$ cat config.mk
export PLATFORM = sky130hd
export DESIGN_NAME = uart_cfg_ctrl
export DESIGN_NICKNAME = d
export VERILOG_FILES = /design/src/rtl/uart_cfg_ctrl.sv
export SDC_FILE = /design/constraint.sdc
export NUM_CORES = 1
export LEC_CHECK = 0
export ABC_AREA = 1
export CORE_ASPECT_RATIO = 0.8
export CORE_MARGIN = 8
export CORE_UTILIZATION = 66
export DETAILED_ROUTE_END_ITERATION = 12
export GPL_ROUTABILITY_DRIVEN = 0
export GPL_TIMING_DRIVEN = 1
export HOLD_SLACK_MARGIN = 0.15
export PLACE_DENSITY = 0.85
export SLEW_MARGIN = 15
export SYNTH_ARGS = -nofsm -noshare
export SYNTH_HDL_FRONTEND = slang
export SYNTH_SLANG_ARGS = --single-unit
$ cat constraint.sdc
create_clock -name i_Clock -period 5.3 [get_ports i_Clock]
set_input_delay 1.59 -clock i_Clock [delete_from_list [all_inputs] [get_ports i_Clock]]
set_output_delay 1.59 -clock i_Clock [all_outputs]
set_load 0.01 [all_outputs]
$ cat src/rtl/uart_cfg_ctrl.sv
// uart_cfg_ctrl
//   Frame-level controller behind uart_rx. Enables the receiver, parses
//   configuration frames  SOF, ADDR, LEN, DATA[0..LEN-1], CHK  with
//   CHK = ADDR ^ LEN ^ all DATA bytes, buffers the payload and, only for a
//   frame whose checksum matches, issues one register write per cycle.
//
// Ports
//   i_Clock      system clock
//   i_Rst_n      asynchronous active-low reset
//   i_Enable     controller enable; low forces IDLE on the next edge
//   i_Rx_DV      byte-valid pulse from uart_rx
//   i_Rx_Byte    received byte (valid with i_Rx_DV)
//   o_Rx_Enable  enable for uart_rx (high in every state except IDLE)
//   o_Busy       frame in progress (ADDR..COMMIT)
//   o_Cfg_Wr     register write strobe
//   o_Cfg_Addr   write address (base + i, wraps at 2^ADDR_W)
//   o_Cfg_Data   write data
//   o_Frame_Ok   1-cycle pulse after the last write of a good frame
//   o_Frame_Err  1-cycle pulse on a discarded frame
//   o_Err_Code   1=bad LEN, 2=bad CHK, 3=timeout; updated on each Ok/Err pulse
module uart_cfg_ctrl #(
  parameter logic [7:0]  SOF_BYTE     = 8'hA5,
  parameter int unsigned MAX_LEN      = 16,
  parameter int unsigned ADDR_W       = 8,
  parameter int unsigned TIMEOUT_CLKS = 57288
) (
  input  logic              i_Clock,
  input  logic              i_Rst_n,
  input  logic              i_Enable,
  input  logic              i_Rx_DV,
  input  logic [7:0]        i_Rx_Byte,
  output logic              o_Rx_Enable,
  output logic              o_Busy,
  output logic              o_Cfg_Wr,
  output logic [ADDR_W-1:0] o_Cfg_Addr,
  output logic [7:0]        o_Cfg_Data,
  output logic              o_Frame_Ok,
  output logic              o_Frame_Err,
  output logic [1:0]        o_Err_Code
);

  localparam int unsigned LW = $clog2(MAX_LEN + 1);
  localparam int unsigned IW = (MAX_LEN > 1) ? $clog2(MAX_LEN) : 1;
  localparam int unsigned TW = $clog2(TIMEOUT_CLKS + 1);
  localparam logic [TW-1:0] T_LAST   = TW'(TIMEOUT_CLKS - 1);
  localparam logic [8:0]    MAX_LEN9 = 9'(MAX_LEN);

  typedef enum logic [2:0] {
    S_IDLE, S_HUNT, S_ADDR, S_LEN, S_DATA, S_CHK, S_COMMIT
  } state_t;

  state_t            state;
  logic [ADDR_W-1:0] base;
  logic [LW-1:0]     len;
  logic [LW-1:0]     idx;    // payload index in DATA, write index in COMMIT
  logic [7:0]        chk;
  logic [TW-1:0]     tcnt;
  logic [7:0]        data_buf [2**IW];

  // Payload storage carries no reset; contents only matter once a frame is
  // fully received.
  always_ff @(posedge i_Clock) begin
    if (i_Enable && state == S_DATA && i_Rx_DV)
      data_buf[idx[IW-1:0]] <= i_Rx_Byte;
  end

  always_ff @(posedge i_Clock or negedge i_Rst_n) begin
    if (!i_Rst_n) begin
      state       <= S_IDLE;
      base        <= '0;
      len         <= '0;
      idx         <= '0;
      chk         <= '0;
      tcnt        <= '0;
      o_Rx_Enable <= 1'b0;
      o_Busy      <= 1'b0;
      o_Cfg_Wr    <= 1'b0;
      o_Cfg_Addr  <= '0;
      o_Cfg_Data  <= '0;
      o_Frame_Ok  <= 1'b0;
      o_Frame_Err <= 1'b0;
      o_Err_Code  <= '0;
    end else begin
      o_Cfg_Wr    <= 1'b0;
      o_Frame_Ok  <= 1'b0;
      o_Frame_Err <= 1'b0;

      if (!i_Enable) begin
        state       <= S_IDLE;
        o_Rx_Enable <= 1'b0;
        o_Busy      <= 1'b0;
      end else begin
        case (state)
          S_IDLE: begin
            state       <= S_HUNT;
            o_Rx_Enable <= 1'b1;
          end

          S_HUNT: begin
            if (i_Rx_DV && i_Rx_Byte == SOF_BYTE) begin
              state  <= S_ADDR;
              o_Busy <= 1'b1;
              tcnt   <= '0;
            end
          end

          S_ADDR, S_LEN, S_DATA, S_CHK: begin
            // A byte arriving on the expiry cycle takes priority over the timeout.
            if (i_Rx_DV) begin
              tcnt <= '0;
              case (state)
                S_ADDR: begin
                  base  <= ADDR_W'(i_Rx_Byte);
                  chk   <= i_Rx_Byte;
                  state <= S_LEN;
                end
                S_LEN: begin
                  if (i_Rx_Byte == 8'd0 || {1'b0, i_Rx_Byte} > MAX_LEN9) begin
                    state       <= S_HUNT;
                    o_Busy      <= 1'b0;
                    o_Frame_Err <= 1'b1;
                    o_Err_Code  <= 2'd1;
                  end else begin
                    len   <= LW'(i_Rx_Byte);
                    chk   <= chk ^ i_Rx_Byte;
                    idx   <= '0;
                    state <= S_DATA;
                  end
                end
                S_DATA: begin
                  chk <= chk ^ i_Rx_Byte;
                  idx <= idx + LW'(1);
                  if (idx == len - LW'(1))
                    state <= S_CHK;
                end
                default: begin  // S_CHK
                  if (i_Rx_Byte == chk) begin
                    // First write leaves on this edge; COMMIT issues the rest.
                    state      <= S_COMMIT;
                    o_Cfg_Wr   <= 1'b1;
                    o_Cfg_Addr <= base;
                    o_Cfg_Data <= data_buf[0];
                    idx        <= LW'(1);
                  end else begin
                    state       <= S_HUNT;
                    o_Busy      <= 1'b0;
                    o_Frame_Err <= 1'b1;
                    o_Err_Code  <= 2'd2;
                  end
                end
              endcase
            end else if (tcnt == T_LAST) begin
              state       <= S_HUNT;
              o_Busy      <= 1'b0;
              o_Frame_Err <= 1'b1;
              o_Err_Code  <= 2'd3;
            end else begin
              tcnt <= tcnt + TW'(1);
            end
          end

          S_COMMIT: begin
            // Incoming bytes are ignored until the burst completes.
            if (idx != len) begin
              o_Cfg_Wr   <= 1'b1;
              o_Cfg_Addr <= base + ADDR_W'(idx);
              o_Cfg_Data <= data_buf[idx[IW-1:0]];
              idx        <= idx + LW'(1);
            end else begin
              state      <= S_HUNT;
              o_Busy     <= 1'b0;
              o_Frame_Ok <= 1'b1;
              o_Err_Code <= 2'd0;
            end
          end

          default: begin
            state       <= S_IDLE;
            o_Rx_Enable <= 1'b0;
            o_Busy      <= 1'b0;
          end
        endcase
      end
    end
  end

endmodule
==> results.sh <==
export IMPL_status="completed"
export IMPL_clk_path_buf_depth=2
export IMPL_synth_async_sr_flop_share=0.347
export IMPL_cp_arrival_ns=3.83
export IMPL_post_synth_inst_count=1023
export IMPL_worst_hold_margin_ns=0.481
export IMPL_first_iter_violations=1116
export IMPL_path_clk_slew_ns=0.07
export IMPL_clock_sinks=196
export IMPL_synthesis_yosys_warnings=0
export IMPL_synthTopCellsByCount="nand2_1, nor2_1, edfxtp_1"
export IMPL_endpoint_kind="register"
export IMPL_yosys_cell_count_top_type="nand2_1"
export IMPL_number_of_global_route_vias_before_repair=6893
export IMPL_maxClockFrequency_mhz=265
export IMPL_global_route_wire_length_before_repair_mm=36.0
export IMPL_clock_skew_ns=0.00760
export IMPL_worst_ep_required_time_ns=5.36
export IMPL_post_route_cell_area_mm2=0.0105
export IMPL_synth_area_leaders="edfxtp_1, dfrtp_1, nand2_1"
export IMPL_grt_util_all_layers=0.254
export IMPL_synth_edff_count=128
export IMPL_avgRoutedWirePerCell_um=18.1
export IMPL_finalHoldViolCount=0
export IMPL_grt_overflow_total=0
export IMPL_antenna_found_initial=0
export IMPL_first_pass_iters=7
export IMPL_die_x_um=149
export IMPL_tightest_slew_ns=1.01
export IMPL_synth_top_area_share=0.409
export IMPL_postCtsSetupRepairBufs=0
export IMPL_design_die_area_mm2=0.0183
export IMPL_power_density_mw_per_mm2=416
export IMPL_net_count_reported_at_finish=1075
export IMPL_post_cts_resized=0
export IMPL_number_of_unique_standard_cell_types_used_by_synthesis=41
export IMPL_vias=7530
export IMPL_peak_ir_drop_on_the_vdd_network_uv=382
export IMPL_drt_vias_per_instance=6.03
export IMPL_core_region_area_mm2=0.0141
export IMPL_cap_violations=0
export IMPL_residual_drc=0
export IMPL_grt_start_max_net_pins=62
export IMPL_mean_area_per_synthesized_cell_um2=9.19
export IMPL_critical_path_startpoint_type="input port"
export IMPL_numCtsBuffers=17
export IMPL_setup_violations_final=0
export IMPL_totalWireLength_mm=22.5
export IMPL_slew_headroom=0.327
export IMPL_synth_ff_latch_count=196
export IMPL_worst_setup_path_type="input port to register"
export IMPL_rsz_0062_raised_after_global_routing="no"
export IMPL_clkLatencyLatePin_ns=0.44
export IMPL_clock_tree_htree_level_count=4
export IMPL_synthesis_area_mm2=0.00940
export IMPL_cts_tree="yes"
export IMPL_numPortBuffers=34
export IMPL_worstPathMaxFanout=12
export IMPL_synth_sequential_area_ratio=0.590
export IMPL_fp_dieH_um=123
export IMPL_cts_hold_fix_buffers=0
export IMPL_p_total_w=0.00435
export IMPL_place_detailed_hpwl_mm=15.2
export IMPL_min_clock_period_post_route_ns=3.77
export IMPL_layout_drive_gt1_share=0.0667
export IMPL_synth_net_count=1047
export IMPL_design_portCount=35
export IMPL_antennaDiodeCount=0
export IMPL_slew_violations=0
export IMPL_post_route_util=0.743
export IMPL_clockRootBuffer="clkbuf_16"
export IMPL_timing_hold_worst_class="register to register"
export IMPL_initial_core_util=0.666
export IMPL_postRouteAntennaNets=0
export IMPL_synth_largest_area_cell="edfxtp_1"
export IMPL_finalSetupTns_ns=0
export IMPL_synthToLayoutAreaGrowth_pct=11.5
export IMPL_final_period_utilization=0.711
export IMPL_placementRows=39
export IMPL_yosys_most_used_dff="edfxtp_1"
export IMPL_p_leak_nw=4.13
export IMPL_place_area_mm2=0.00989
[worst max-delay path, stage by stage]
cell and delay [ns]:
clkdlybuf4s50_1 0.76, nand2_1 0.20, nor2_1 0.36, nand2_1 0.21, nor2_1 0.70
[logic make-up (layout without fill, tap and decap cells)]
group | count (synthesis) | count (layout) | synth area share
and+or+nand+nor | 515 | 515 | 0.226
DFF | 196 | 196 | 0.590
AOI/OAI and AO/OA | 164 | 164 | 0.0959
buffers and inverters | 115 | 156 | 0.0506
xor gates and xnor gates | 17 | 17 | 0.0158
adders and majority gates | 12 | 12 | 0.0168
muxes | 4 | 4 | 0.00426
[power by group]
group          leakage [nW]  switching (W)  internal (W)
sequential             2.01       0.000119       0.00177
combinational          1.83       0.000756      0.000418
clock                 0.283       0.000613      0.000674
total                  4.13        0.00149       0.00287
[cell type report]
class / instances / area (um2)
clock inverter: 14 / 159
fill: 941 / 3630
inverter: 75 / 284
clock buffer: 18 / 429
timing repair buffer: 49 / 448
tap: 184 / 230
sequential: 196 / 5550
multi-input combinational: 712 / 3380
[state kept, by name (all words and copies together) (netlist names)]
| register | flops |
|---|---|
| data_buf | 128 |
| tcnt | 16 |
| base | 8 |
| chk | 8 |
| o_Cfg_Addr | 8 |
| o_Cfg_Data | 8 |
| idx | 5 |
| len | 5 |
| state | 3 |
| o_Err_Code | 2 |
| o_Busy | 1 |
| o_Cfg_Wr | 1 |
| o_Frame_Err | 1 |
| o_Frame_Ok | 1 |
| o_Rx_Enable | 1 |
[placed cells by master, fill, tap and decap left out, drive strengths merged, types with 3 or more instances in the layout]
cell type,instances
dfrtp,68
xnor2,6
nand2,280
o21a,3
clkbuf,18
nand4,9
xor2,11
buf,16
a21oi,19
nand3,59
inv,84
clkdlybuf4s50,33
o211ai,8
nor3,17
nor4,5
o21ai,106
ha,11
edfxtp,128
mux2i,4
nor2,140
o22ai,24
nand3b,3
[final timing paths]
kind                                      startpoint                        end  slack [ns]  cells past startpoint
min reg2reg                o_Cfg_Data[0]$_DFFE_PN0P_  o_Cfg_Data[0]$_DFFE_PN0P_        0.48                      2
max                                         i_Enable   data_buf[7][1]$_DFFE_PP_        1.53                      5
max in group asynchronous                    i_Rst_n         idx[0]$_DFFE_PN0P_        3.15                      2
max reg2reg                       idx[0]$_DFFE_PN0P_  o_Cfg_Addr[6]$_DFFE_PN0P_        2.42                     11
min in group asynchronous                    i_Rst_n  o_Cfg_Data[5]$_DFFE_PN0P_        1.17                      1
min                        o_Cfg_Data[0]$_DFFE_PN0P_  o_Cfg_Data[0]$_DFFE_PN0P_        0.48                      2
[stage by stage]
stage,setup WS [ns],cells
after floorplan,2.33,1023
after global placement,1.23,1216
after detailed placement,1.14,1216
final,1.53,1248
after CTS,1.60,1248
after global routing,1.31,1248
[layer usage]
layer	vias up	track usage	routed length, um	part of all wire
met5	-	0	0	0
met4	0	0.0862	507	0.022
met3	54	0.0689	2380	0.11
met2	438	0.368	9930	0.44
met1	3530	0.365	9730	0.43
li1	3508	-	-	-
Note: power is estimated with default switching activity, not from simulation.
